File: config.mk
export PLATFORM = sky130hd
export DESIGN_NAME = uart_rx_byte
export DESIGN_NICKNAME = d
export VERILOG_FILES = /design/src/rtl/uart_pkg.sv /design/src/rtl/uart_sync2.sv /design/src/rtl/uart_rx_byte.sv
export SDC_FILE = /design/constraint.sdc
export NUM_CORES = 1
export LEC_CHECK = 0
export CAP_MARGIN = 20
export CORE_ASPECT_RATIO = 0.75
export CORE_UTILIZATION = 30
export CTS_BUF_LIST = sky130_fd_sc_hd__clkbuf_8
export DETAILED_ROUTE_END_ITERATION = 10
export GPL_ROUTABILITY_DRIVEN = 1
export PLACE_DENSITY_LB_ADDON = 0.1
export SLEW_MARGIN = 20
export SYNTH_ARGS = -nofsm -noshare
export SYNTH_HDL_FRONTEND = slang
export SYNTH_HIERARCHICAL = 1
export SYNTH_SLANG_ARGS = --single-unit
export TNS_END_PERCENT = 30
File: constraint.sdc
create_clock -name clk -period 3.55 [get_ports clk]
set_input_delay 0.71 -clock clk [delete_from_list [all_inputs] [get_ports clk]]
set_output_delay 0.71 -clock clk [all_outputs]
set_load 0.03 [all_outputs]
File: src/rtl/uart_pkg.sv
// +----------------------------------------------------------------------+
// | uart_pkg: shared constants and state encoding for the UART receiver  |
// | Revision: 1.0                                                        |
// +----------------------------------------------------------------------+
`default_nettype none

package uart_pkg;

  localparam int DATA_BITS            = 8;
  localparam int DEFAULT_CLKS_PER_BIT = 434;

  localparam logic [2:0] IDLE      = 3'd0;
  localparam logic [2:0] START     = 3'd1;
  localparam logic [2:0] DATA      = 3'd2;
  localparam logic [2:0] PARITY    = 3'd3;
  localparam logic [2:0] STOP      = 3'd4;
  localparam logic [2:0] WAIT_IDLE = 3'd5;

  typedef enum logic [2:0] {
    ST_IDLE      = IDLE,
    ST_START     = START,
    ST_DATA      = DATA,
    ST_PARITY    = PARITY,
    ST_STOP      = STOP,
    ST_WAIT_IDLE = WAIT_IDLE
  } state_t;

endpackage

`default_nettype wire

File: src/rtl/uart_sync2.sv
// +----------------------------------------------------------------------+
// | uart_sync2: two-flop synchronizer for an asynchronous 1-bit input    |
// | Revision: 1.0                                                        |
// +----------------------------------------------------------------------+
`default_nettype none

module uart_sync2 #(
  parameter logic RST_VAL = 1'b1
) (
  input  logic clk,
  input  logic reset,
  input  logic d,
  output logic q
);

  logic r_meta;
  logic r_sync;

  always_ff @(posedge clk or posedge reset) begin
    if (reset) begin
      r_meta <= RST_VAL;
      r_sync <= RST_VAL;
    end else begin
      r_meta <= d;
      r_sync <= r_meta;
    end
  end

  assign q = r_sync;

endmodule

`default_nettype wire

File: src/rtl/uart_rx_byte.sv
// +----------------------------------------------------------------------+
// | uart_rx_byte: 8-bit UART receiver, LSB first, 8N1 or 8E1 framing.    |
// | Optional even parity via macro UART_RX_PARITY_EN.                    |
// | Revision: 1.0                                                        |
// +----------------------------------------------------------------------+
`default_nettype none

module uart_rx_byte
  import uart_pkg::*;
#(
  parameter int CLKS_PER_BIT = DEFAULT_CLKS_PER_BIT,
  parameter int CNT_W        = 16
) (
  input  logic       clk,
  input  logic       reset,
  input  logic       rx,
  output logic [7:0] RxData,
  output logic       RxDone,
  output logic       FrameErr,
  output logic       ParityErr,
  output logic       Busy
);

  localparam logic [CNT_W-1:0] c_half = CNT_W'((CLKS_PER_BIT - 1) / 2);
  localparam logic [CNT_W-1:0] c_last = CNT_W'(CLKS_PER_BIT - 1);
  localparam logic [2:0]       c_msb  = 3'(DATA_BITS - 1);

  logic                 w_rx_s;
  state_t               r_state;
  logic [CNT_W-1:0]     r_cnt;
  logic [2:0]           r_bit_idx;
  logic [DATA_BITS-1:0] r_shift;
  logic [7:0]           r_rx_data;
  logic                 r_rx_done;
  logic                 r_frame_err;
  logic                 r_busy;
`ifdef UART_RX_PARITY_EN
  logic                 r_par;
  logic                 r_parity_err;
`endif

  uart_sync2 #(.RST_VAL(1'b1)) u_sync (
    .clk   (clk),
    .reset (reset),
    .d     (rx),
    .q     (w_rx_s)
  );

  always_ff @(posedge clk or posedge reset) begin
    if (reset) begin
      r_state      <= ST_IDLE;
      r_cnt        <= '0;
      r_bit_idx    <= '0;
      r_shift      <= '0;
      r_rx_data    <= 8'h00;
      r_rx_done    <= 1'b0;
      r_frame_err  <= 1'b0;
      r_busy       <= 1'b0;
`ifdef UART_RX_PARITY_EN
      r_par        <= 1'b0;
      r_parity_err <= 1'b0;
`endif
    end else begin
      r_rx_done    <= 1'b0;
      r_frame_err  <= 1'b0;
`ifdef UART_RX_PARITY_EN
      r_parity_err <= 1'b0;
`endif
      case (r_state)
        ST_IDLE: begin
          if (!w_rx_s) begin
            r_state <= ST_START;
            r_cnt   <= '0;
            r_busy  <= 1'b1;
          end
        end

        ST_START: begin
          if (r_cnt == c_half) begin
            // A line that is high again at mid start bit was only a glitch
            if (w_rx_s) begin
              r_state <= ST_IDLE;
              r_busy  <= 1'b0;
            end else begin
              r_state   <= ST_DATA;
              r_cnt     <= '0;
              r_bit_idx <= '0;
            end
          end else begin
            r_cnt <= r_cnt + 1'b1;
          end
        end

        ST_DATA: begin
          if (r_cnt == c_last) begin
            r_shift[r_bit_idx] <= w_rx_s;
            r_cnt              <= '0;
            if (r_bit_idx == c_msb) begin
`ifdef UART_RX_PARITY_EN
              r_state <= ST_PARITY;
`else
              r_state <= ST_STOP;
`endif
            end else begin
              r_bit_idx <= r_bit_idx + 1'b1;
            end
          end else begin
            r_cnt <= r_cnt + 1'b1;
          end
        end

`ifdef UART_RX_PARITY_EN
        ST_PARITY: begin
          if (r_cnt == c_last) begin
            r_par   <= w_rx_s;
            r_cnt   <= '0;
            r_state <= ST_STOP;
          end else begin
            r_cnt <= r_cnt + 1'b1;
          end
        end
`endif

        ST_STOP: begin
          if (r_cnt == c_last) begin
            r_cnt <= '0;
            // Returning to IDLE at stop centre leaves half a bit to catch
            // the next start edge of a gapless stream.
            if (w_rx_s) begin
              r_rx_data <= r_shift;
              r_rx_done <= 1'b1;
`ifdef UART_RX_PARITY_EN
              r_parity_err <= ^{r_shift, r_par};
`endif
              r_state   <= ST_IDLE;
              r_busy    <= 1'b0;
            end else begin
              r_frame_err <= 1'b1;
              r_state     <= ST_WAIT_IDLE;
            end
          end else begin
            r_cnt <= r_cnt + 1'b1;
          end
        end

        ST_WAIT_IDLE: begin
          if (w_rx_s) begin
            r_state <= ST_IDLE;
            r_busy  <= 1'b0;
          end
        end

        default: begin
          r_state <= ST_IDLE;
          r_cnt   <= '0;
          r_busy  <= 1'b0;
        end
      endcase
    end
  end

  assign RxData   = r_rx_data;
  assign RxDone   = r_rx_done;
  assign FrameErr = r_frame_err;
  assign Busy     = r_busy;
`ifdef UART_RX_PARITY_EN
  assign ParityErr = r_parity_err;
`else
  assign ParityErr = 1'b0;
`endif

endmodule

`default_nettype wire

=== Word-level counts from Yosys, hierarchy flattened ===
Cells that the tools add are included.
W data, S select, Z words.

* Output and inout bits: 12
* Register bits: 43

* Multiplexer cells: 32
* Equal/unequal tests: 15
* Bitwise logic cells: 1
* Order comparisons: 2
* Reductions and logical operators: 9
* Add/sub/neg operators: 2

{| class="wikitable"
|+ Operator list
! cell !! count
|-
| $pmux W16 S4 || 1
|-
| $mux W16 || 3
|-
| $mux W3 || 11
|-
| $add A16 B1 Y16 const B || 1
|-
| $eq A16 B8 Y1 const B || 1
|-
| $eq A16 B9 Y1 const B || 1
|-
| $pmux W3 S5 || 1
|-
| $ne A2 B2 Y1 const B || 7
|-
| $mux W1 || 11
|-
| $eq A3 B3 Y1 const B || 3
|-
| $bwmux W8 || 1
|-
| $pmux W3 S2 || 1
|-
| $reduce_and A6 Y1 || 1
|-
| $pmux W1 S5 || 1
|-
| $reduce_and A5 Y1 || 1
|-
| $lt A3 B4 Y1 const B || 1
|-
| $reduce_and A4 Y1 || 1
|-
| $add A3 B1 Y3 const B || 1
|-
| $demux W1 S3 || 1
|-
| $eq A3 B1 Y1 const B || 1
|-
| $eq A3 B2 Y1 const B || 1
|-
| $ge A3 B1 Y1 const B || 1
|-
| $logic_not A3 Y1 || 1
|-
| $reduce_and A3 Y1 || 1
|-
| 7 further kinds || 7
|}

=== Longest topological paths before layout ===
Gate-level depths: netlist of run 1.

* Depth after elaboration: 5
* Depth in mapped cells: 10
* Depth with buffers taken out: 7

=== Modules after synthesis ===
Netlist of run 1, hierarchy kept.

{| class="wikitable"
|+ Modules (own cells, without submodules)
! module !! instances !! cells each !! seq. area each (um^2) !! area each (um^2)
|-
| uart_rx_byte || 1 || 214 || 1,026.0 || 2,244.7
|-
| uart_sync2 || 1 || 3 || 52.6 || 56.3
|}

=== Least setup slack after synthesis of run 1 ===
Ideal clock, no wire load.

* Path type: reg2reg
* Start: register r_cnt[0]
* End: register r_cnt[14]
* Slack: 1.654 ns
* Stages on the path, launching flop included: 11
* Arrival: 1.814 ns
* Library setup time: 0.082 ns
* Required time: 3.468 ns
* Path through: dfrtp_1 > inv_1 > ha_1 > nor3b_1 > and4_1 > buf_2 > o32ai_2 > buf_6 > buf_6 > o31ai_1 > a31oi_1

* Longest elaborated chain between the ends: 3

{| class="wikitable"
|+ Ends and longest elaborated chain
! what !! line !! text
|-
| start, declared || uart_rx_byte.sv:30 || <nowiki>logic [CNT_W-1:0] r_cnt;</nowiki>
|-
| start signal, assigned || uart_rx_byte.sv:90 || <nowiki>r_cnt <= r_cnt + 1'b1;</nowiki>
|-
| start signal, assigned || uart_rx_byte.sv:108 || <nowiki>r_cnt <= r_cnt + 1'b1;</nowiki>
|-
| start signal, assigned || uart_rx_byte.sv:142 || <nowiki>r_cnt <= r_cnt + 1'b1;</nowiki>
|-
| $add A16 B1 Y16 (tied with other cells) || uart_rx_byte.sv:90, uart_rx_byte.sv:108, uart_rx_byte.sv:142 ||
|-
| $mux W16 (on tied branches) || uart_rx_byte.sv:95, uart_rx_byte.sv:125, uart_rx_byte.sv:79 ||
|-
| $pmux W16 S4 * || uart_rx_byte.sv:69 || <nowiki>case (r_state)</nowiki>
|}

Mark *: on every way between the ends. The rest lies on a longest branch, timed or not.
A chain may end at the register's enable or synchronous reset.

=== Worst setup path after layout of run 1 ===
* Start: register r_cnt[9]
* End: register r_rx_data[6], in the netlist RxData[6]

* Longest elaborated chain between the ends: 2

{| class="wikitable"
|+ Ends and longest elaborated chain
! what !! line !! text
|-
| $eq A16 B9 Y1 || uart_rx_byte.sv:125 || <nowiki>if (r_cnt == c_last) begin</nowiki>
|-
| $reduce_and A3 Y1 (no line) || - ||
|-
| end signal, assigned || uart_rx_byte.sv:130 || <nowiki>r_rx_data <= r_shift;</nowiki>
|-
| end, declared || uart_rx_byte.sv:33 || <nowiki>logic [7:0] r_rx_data;</nowiki>
|}

No other way between the ends.

==> run metrics, run 1 <==
H-tree Lvls 2; total number of vias ~1,600; reg2reg start r_cnt[9]; Clk network pwr share 0.390; RSZ-0062 raised after global routing false; remaining global-route overflow 0; post-synthesis cell count between 200 and 250; Max clock buf depth 2; Die Y between 70 and 80 um; GP Congestion about 0.74; Synth async-reset ratio 1.00; HP Class reg -> reg; post-DR wirelength/cell roughly 14 um; Critical R2R Capture RxData[6]; combinational share of power 0.019; input/output buffers 13; Area Overhead vs Synth 11.9%; WP data required around 3.7 ns; status finished clean; HP Start u_sync/r_meta; CP Class reg -> reg; CTS Hold Buffers Added 0; post-route ant nets 0; Critical Path Sink Type register; ant diodes 0; CTS tree built; Slew @ Worst Pin 0.594 ns; reg2reg path depth 4; Worst-path clk slew 0.09 ns; Site Rows 27; Post-synth EDFFs 0; clk sinks 43; Startpoint Class register; clock skew 0.00874 ns; final std cells w/o fill around 330; dpl hpwl between 3000 and 4000 um; Cell Area, Synth around 0.0023 mm^2; DRT Pass-1 Iters 4; crit path time final about 2.1 ns; flop2flop setup slack between 1 and 1.5 ns; Int Pwr between 600 and 700 uW; Clk Latency, worst-skew pair approximately 0.30 ns; sequential group share of total power 0.591; Final Util 0.348; TNS Setup 0 ns; core area 0.00740 mm^2; Ports 15; final worst-path cycle share 0.604; All-Layer GR Usage 0.130; flops & latches, synth 43; first-pass GRT wire length about 8000 um; dpl cells approximately 320; DRC errors left 0; root buf cell clkbuf_8; Horiz. Die Dim ~100 um; post-synthesis cell type count between 40 and 50; Seq/Total Area, Yosys 0.469; Mapped Nets between 200 and 250; post-CTS setup buffers 0; cell leakage power around 1.1 nW; layout cell share with drive strength beyond 1 0.173; vias in the first global route 1,493; Worst Path Max Fanout 8; cells resized by post-CTS repair 0; Num CTS Buffers 5; final number of hold-violating endpoints 0; Sw Share 0.239; hold path endpoint u_sync/q; routed wire length 4670 um; Min-Delay Path Depth 0; maxcap violations 0; Primary FF master, synth dfrtp_1; Synth warnings 6; Finished Cell Area around 0.0026 mm^2; Placed Area 0.00248 mm^2; fin. max-slew vios 0; Fmax achieved roughly 0.47 GHz; starting density of the core 0.311; DR iter-0 viols roughly 100; largest net degree at the start of global routing 30; Net Switching about 200 uW; Final #Nets about 230; Mean Syn Cell Area about 11 um^2; pwr/cell area between 300 and 400 mW/mm^2; Via density between 4 and 5; # setup viols final 0; VDD IR max ~0.16 mV; die area 0.00803 mm^2; Worst slew margin 0.604; Worst EP arrival between 2 and 2.5 ns; initial antenna violation count 0
stage by stage:
| stage | hold WS (ns) | setup slack (ns) | total power, mW |
|---|---|---|---|
| 2_1_floorplan | 0.345 | 1.65 | 0.514 |
| 3_3_place_gp | 0.348 | 1.40 | 0.522 |
| 3_5_place_dp | 0.347 | 1.41 | 0.521 |
| 4_1_cts | 0.362 | 1.40 | 0.853 |
| 5_1_grt | 0.363 | 1.23 | 0.875 |
| 6_report | 0.360 | 1.41 | 0.836 |
worst max-delay path by stage:
stage               startpoint         to  slack (ns)  cells past startpoint
detailed placement    r_cnt[9]  RxData[6]        1.41                      4
floorplan             r_cnt[0]  r_cnt[14]        1.65                     10
global placement      r_cnt[9]  RxData[0]        1.40                      4
CTS                   r_cnt[9]  RxData[6]        1.40                      4
global route          r_cnt[0]  r_cnt[13]        1.23                      8
finish                r_cnt[9]  RxData[6]        1.41                      4
critical path, cell delays in order, from the launching register on:
cell     delay, ns
dfrtp_1       0.48
nor4_4        0.45
nand4_4       0.23
nor3_4        0.47
mux2_2        0.39
cell usage after synthesis, types with 6 or more instances:
cell	number	share of area
dfrtp_1	41	0.45
nand2_1	21	0.034
mux2_2	16	0.078
a21oi_1	13	0.028
a31oi_1	11	0.030
nor2_1	10	0.016
nand3_1	8	0.017
nand4_1	7	0.019
o21ai_0	7	0.015
buf_2	6	0.013
nor3_1	6	0.013
routing by layer:
layer | global-route usage | share of wire | up-vias
met1 | 0.218 | 0.58 | 775
li1 | - | - | 815
met3 | 0.0297 | 0.038 | 2
met5 | 0 | 0 | -
met2 | 0.155 | 0.38 | 36
met4 | 0.0380 | 0.0062 | 0
logic make-up (layout without fill, tap and decap cells):
logic type / count (synthesis) / in the layout / synth area share
buffers and inverters: 20 / 29 / 0.0506
muxes: 20 / 20 / 0.0962
AOI/OAI and AO/OA: 48 / 48 / 0.135
adders and majority gates: 5 / 5 / 0.0272
other: 1 / 1 / 0.00163
and+or+nand+nor: 80 / 80 / 0.221
DFF: 43 / 43 / 0.469
sequential cells by signal, summed over array words and instances, names as in the netlist:
signal and count:
r_cnt 16, RxData 8, u_sync/r_meta 1, RxDone 1
Busy 1, u_sync/q 1, r_shift 8, FrameErr 1
r_bit_idx 3, r_state 3
power by group through the flow:
stage | sequential [mW] | combinational, mW | clock (mW)
floorplan | 0.502 | 0.0121 | 0
finish | 0.494 | 0.0160 | 0.326
CTS | 0.494 | 0.0170 | 0.342
detailed placement | 0.504 | 0.0170 | 0
global route | 0.495 | 0.0189 | 0.362
global placement | 0.504 | 0.0174 | 0
cell type report:
class                           count  area [um^2]
Clock inverter                      3         23.8
Multi-Input combinational cell    154         1110
Sequential cell                    43         1080
Clock buffer                        5         68.8
Tap cell                          101          126
Timing Repair Buffer               16          153
Inverter                            5         18.8
Fill cell                         739         4820
cells in the final DEF, fill, tap and decap left out, types with 2 or more instances in the layout:
master / instances
clkbuf_8: 5
nand3_1: 8
dfstp_2: 2
dfrtp_1: 41
nand2b_1: 5
o22ai_1: 2
a21oi_1: 13
clkinvlp_4: 2
ha_1: 5
nand3b_1: 2
nor3_1: 6
o21ai_0: 7
and4_1: 4
clkdlybuf4s50_1: 13
nor4_1: 2
a31oi_1: 11
nand4_1: 7
nor2b_1: 2
nor4_4: 2
a41oi_1: 3
nor2_1: 10
nand2_1: 21
mux2i_1: 3
a22o_1: 2
nor3b_1: 2
inv_1: 4
buf_4: 3
mux2_2: 16
o21a_1: 5
(Power assumes the default switching activity.)
==> run 2, diff against run 1 <==
- clock period: 3.55 -> 1.73 ns (I/O delays scaled with it)
==> run 2 against run 1 <==
Worst hold slack lost 0.0012 ns. Cell count rose by 15%. Register-to-register slack worse by 1.6 ns. Sequential power is 100% higher. The flow now finishes with violations (setup timing). Largest power group unchanged. Die area unchanged. Critical path depth is 2 higher. Sequential share of layout area fell by 8.1 points.
==> run metrics, run 2 (synthesized netlist as in run 1, its figures left out) <==
reg2reg start r_cnt[9]; All-Layer GR Usage 0.154 (+0.0239); CP Buf/Inv Count 1 (+1); RSZ-0062 raised after global routing true; Critical R2R Capture r_shift[7]; ant diodes 0 (unchanged); layout cell share with drive strength beyond 1 0.417 (+0.244); cells along the critical path nor4_4 > buf_4 > nand4_4 > nor3b_4 > nand4_1 > mux2_4; clock skew 0.00335 ns (-0.00538 ns); WP data required 1.91 ns (-1.82 ns); hold path endpoint u_sync/q; Startpoint Class register; Critical Path Sink Type register; status finished with violations; remaining global-route overflow 0 (unchanged); H-tree Lvls 2 (unchanged); Final #Nets 283 (+21%); die area 0.00803 mm^2 (unchanged); most common cell after layout, fill and taps aside buf_4; starting density of the core 0.311 (unchanged); VDD IR max 0.317 mV (+100%); Site Rows 27 (unchanged); Max clock buf depth 2 (unchanged); WHS 0.359 ns (-0.00124 ns); clk sinks 43 (unchanged); DRC errors left 0 (unchanged); Fmax achieved 0.525 GHz (+12%); Clk Latency, worst-skew pair 0.29 ns (about the same); Num CTS Buffers 5 (unchanged); first-pass GRT wire length 9250 um (+16%); Worst EP arrival 2.09 ns (-0.24 ns); fin. max-slew vios 0 (unchanged); post-DR wirelength/cell 14.9 um (+4.6%); WP depth 6 (+2); # setup viols final 36 (+36); Horiz. Die Dim 103 um (unchanged); GP Congestion 0.752 (+2.2%); DR iter-0 viols 79 (-23%); Area Overhead vs Synth 39.0%; vias in the first global route 1,750 (+17%); flop2flop setup slack -0.18 ns (-1.58 ns); routed wire length 5630 um (+21%); HP Class reg -> reg; failing checks setup timing; dpl ws -0.222 ns (-1.63 ns); DRT Pass-1 Iters 4 (unchanged); dpl hpwl 3810 um (+17%); Ports 15 (unchanged); input/output buffers 13 (unchanged); initial antenna violation count 0 (unchanged); most frequent cells in the layout buf_4 (46), dfrtp_1 (40), nand2_1 (21), clkdlybuf4s50_1 (12); Worst Path Max Fanout 4 (-4); crit path time final 1.91 ns (-0.238 ns); fillers 712 (-3.7%); critical path's top delay family simple AND/OR/NAND/NOR gates; Worst-path clk slew 0.08 ns (about the same); CTS tree built; Max stage delay cell, worst path dfrtp_1; Min-Delay Path Depth 0 (unchanged); CTS Hold Buffers Added 0 (unchanged); largest net degree at the start of global routing 42 (+40%); pwr/cell area 529 mW/mm^2 (+63%); root buf cell clkbuf_8; max reg flops 16 (unchanged); Largest stage delay, worst path 0.42 ns (-0.06 ns); maxcap violations 0 (unchanged); min setup slack post-route -0.176 ns (-1.58 ns); Via density 4.92 (-1.2%); Die Y 77.8 um (unchanged); post-route ant nets 0 (unchanged); cell leakage power 1.46 nW (+31%); final number of hold-violating endpoints 0 (unchanged); final worst-path cycle share 1.10 (+0.498); core area 0.00740 mm^2 (unchanged); CP Class reg -> reg; Largest Register r_cnt; total number of vias 1,854 (+14%); reg2reg path depth 6 (+2); HP Start u_sync/r_meta
run 2: cell count changes in the layout (fill, tap and decap cells not counted), sizes merged:
cell and change:
buf +49, clkinv +2, clkbuf +1, clkdlybuf4s50 -1, clkinvlp -1, dlymetal6s2s +1
inv -1
run 2: how the worst max path moves through the flow:
stage | start | end | slack (ns)
finish | r_cnt[9] | r_shift[7] | -0.18
floorplan | r_cnt[0] | r_cnt[11] | -0.12
global placement | r_cnt[1] | r_shift[7] | -0.21
global route | r_cnt[0] | r_cnt[4] | -0.28
CTS | r_cnt[15] | r_shift[7] | -0.20
detailed placement | r_cnt[12] | r_bit_idx[0] | -0.22
run 2: layout make-up:
type                            instances  area [um^2]  area share
Inverter                                5         18.8     0.00587
Timing Repair Buffer                   66          626       0.196
Clock inverter                          3         16.3     0.00509
Tap cell                              101          126      0.0395
Clock buffer                            5         68.8      0.0215
Multi-Input combinational cell        154         1260       0.395
Sequential cell                        43         1080       0.338
run 2: through the flow:
stage	instances	setup TNS [ns]	area, um^2	total power, mW	util
2_1_floorplan	217	-2.03	2330	1.05	-
3_3_place_gp	361	-3.71	2860	1.08	0.387
3_5_place_dp	361	-4.71	2860	1.08	0.387
4_1_cts	374	-3.64	3090	1.73	0.418
5_1_grt	377	-7.13	3200	1.78	0.432
6_report	377	-3.06	3200	1.69	0.432
run 2: worst register-to-register path: stages (launching register included):
cell     delay [ns]
dfrtp_1        0.42
nor4_4         0.27
buf_4          0.17
nand4_4        0.16
nor3b_4        0.28
nand4_1        0.17
mux2_4         0.32
run 2: per-layer routing:
layer,vias up,track usage,share of wire,wire length (um)
li1,931,-,-,-
met1,898,0.257,0.58,3250
met2,21,0.191,0.39,2190
met3,4,0.0306,0.026,147
met4,0,0.0380,0.0089,50
met5,-,0,0,0
run 2: power by group:
group	internal (mW)	total, mW	switching [mW]
registers	1.01	1.01	0.00140
clock network	0.277	0.637	0.360
logic	0.0120	0.0443	0.0323
run 2: repair_timing:
| item | in CTS | in global routing |
|---|---|---|
| pin swaps | 19 | 8 |
| setup endpoints to repair | 37 | 39 |
| gates resized for setup | 25 | 16 |
| gates cloned | 1 | 1 |
| setup buffers | 4 | 3 |
==> run 3, diff against run 2 <==
- CTS_CLUSTER_DIAMETER: not set -> 100
==> results of run 3 <==
No change in the layout: final DEF, timing and power equal those of run 2.
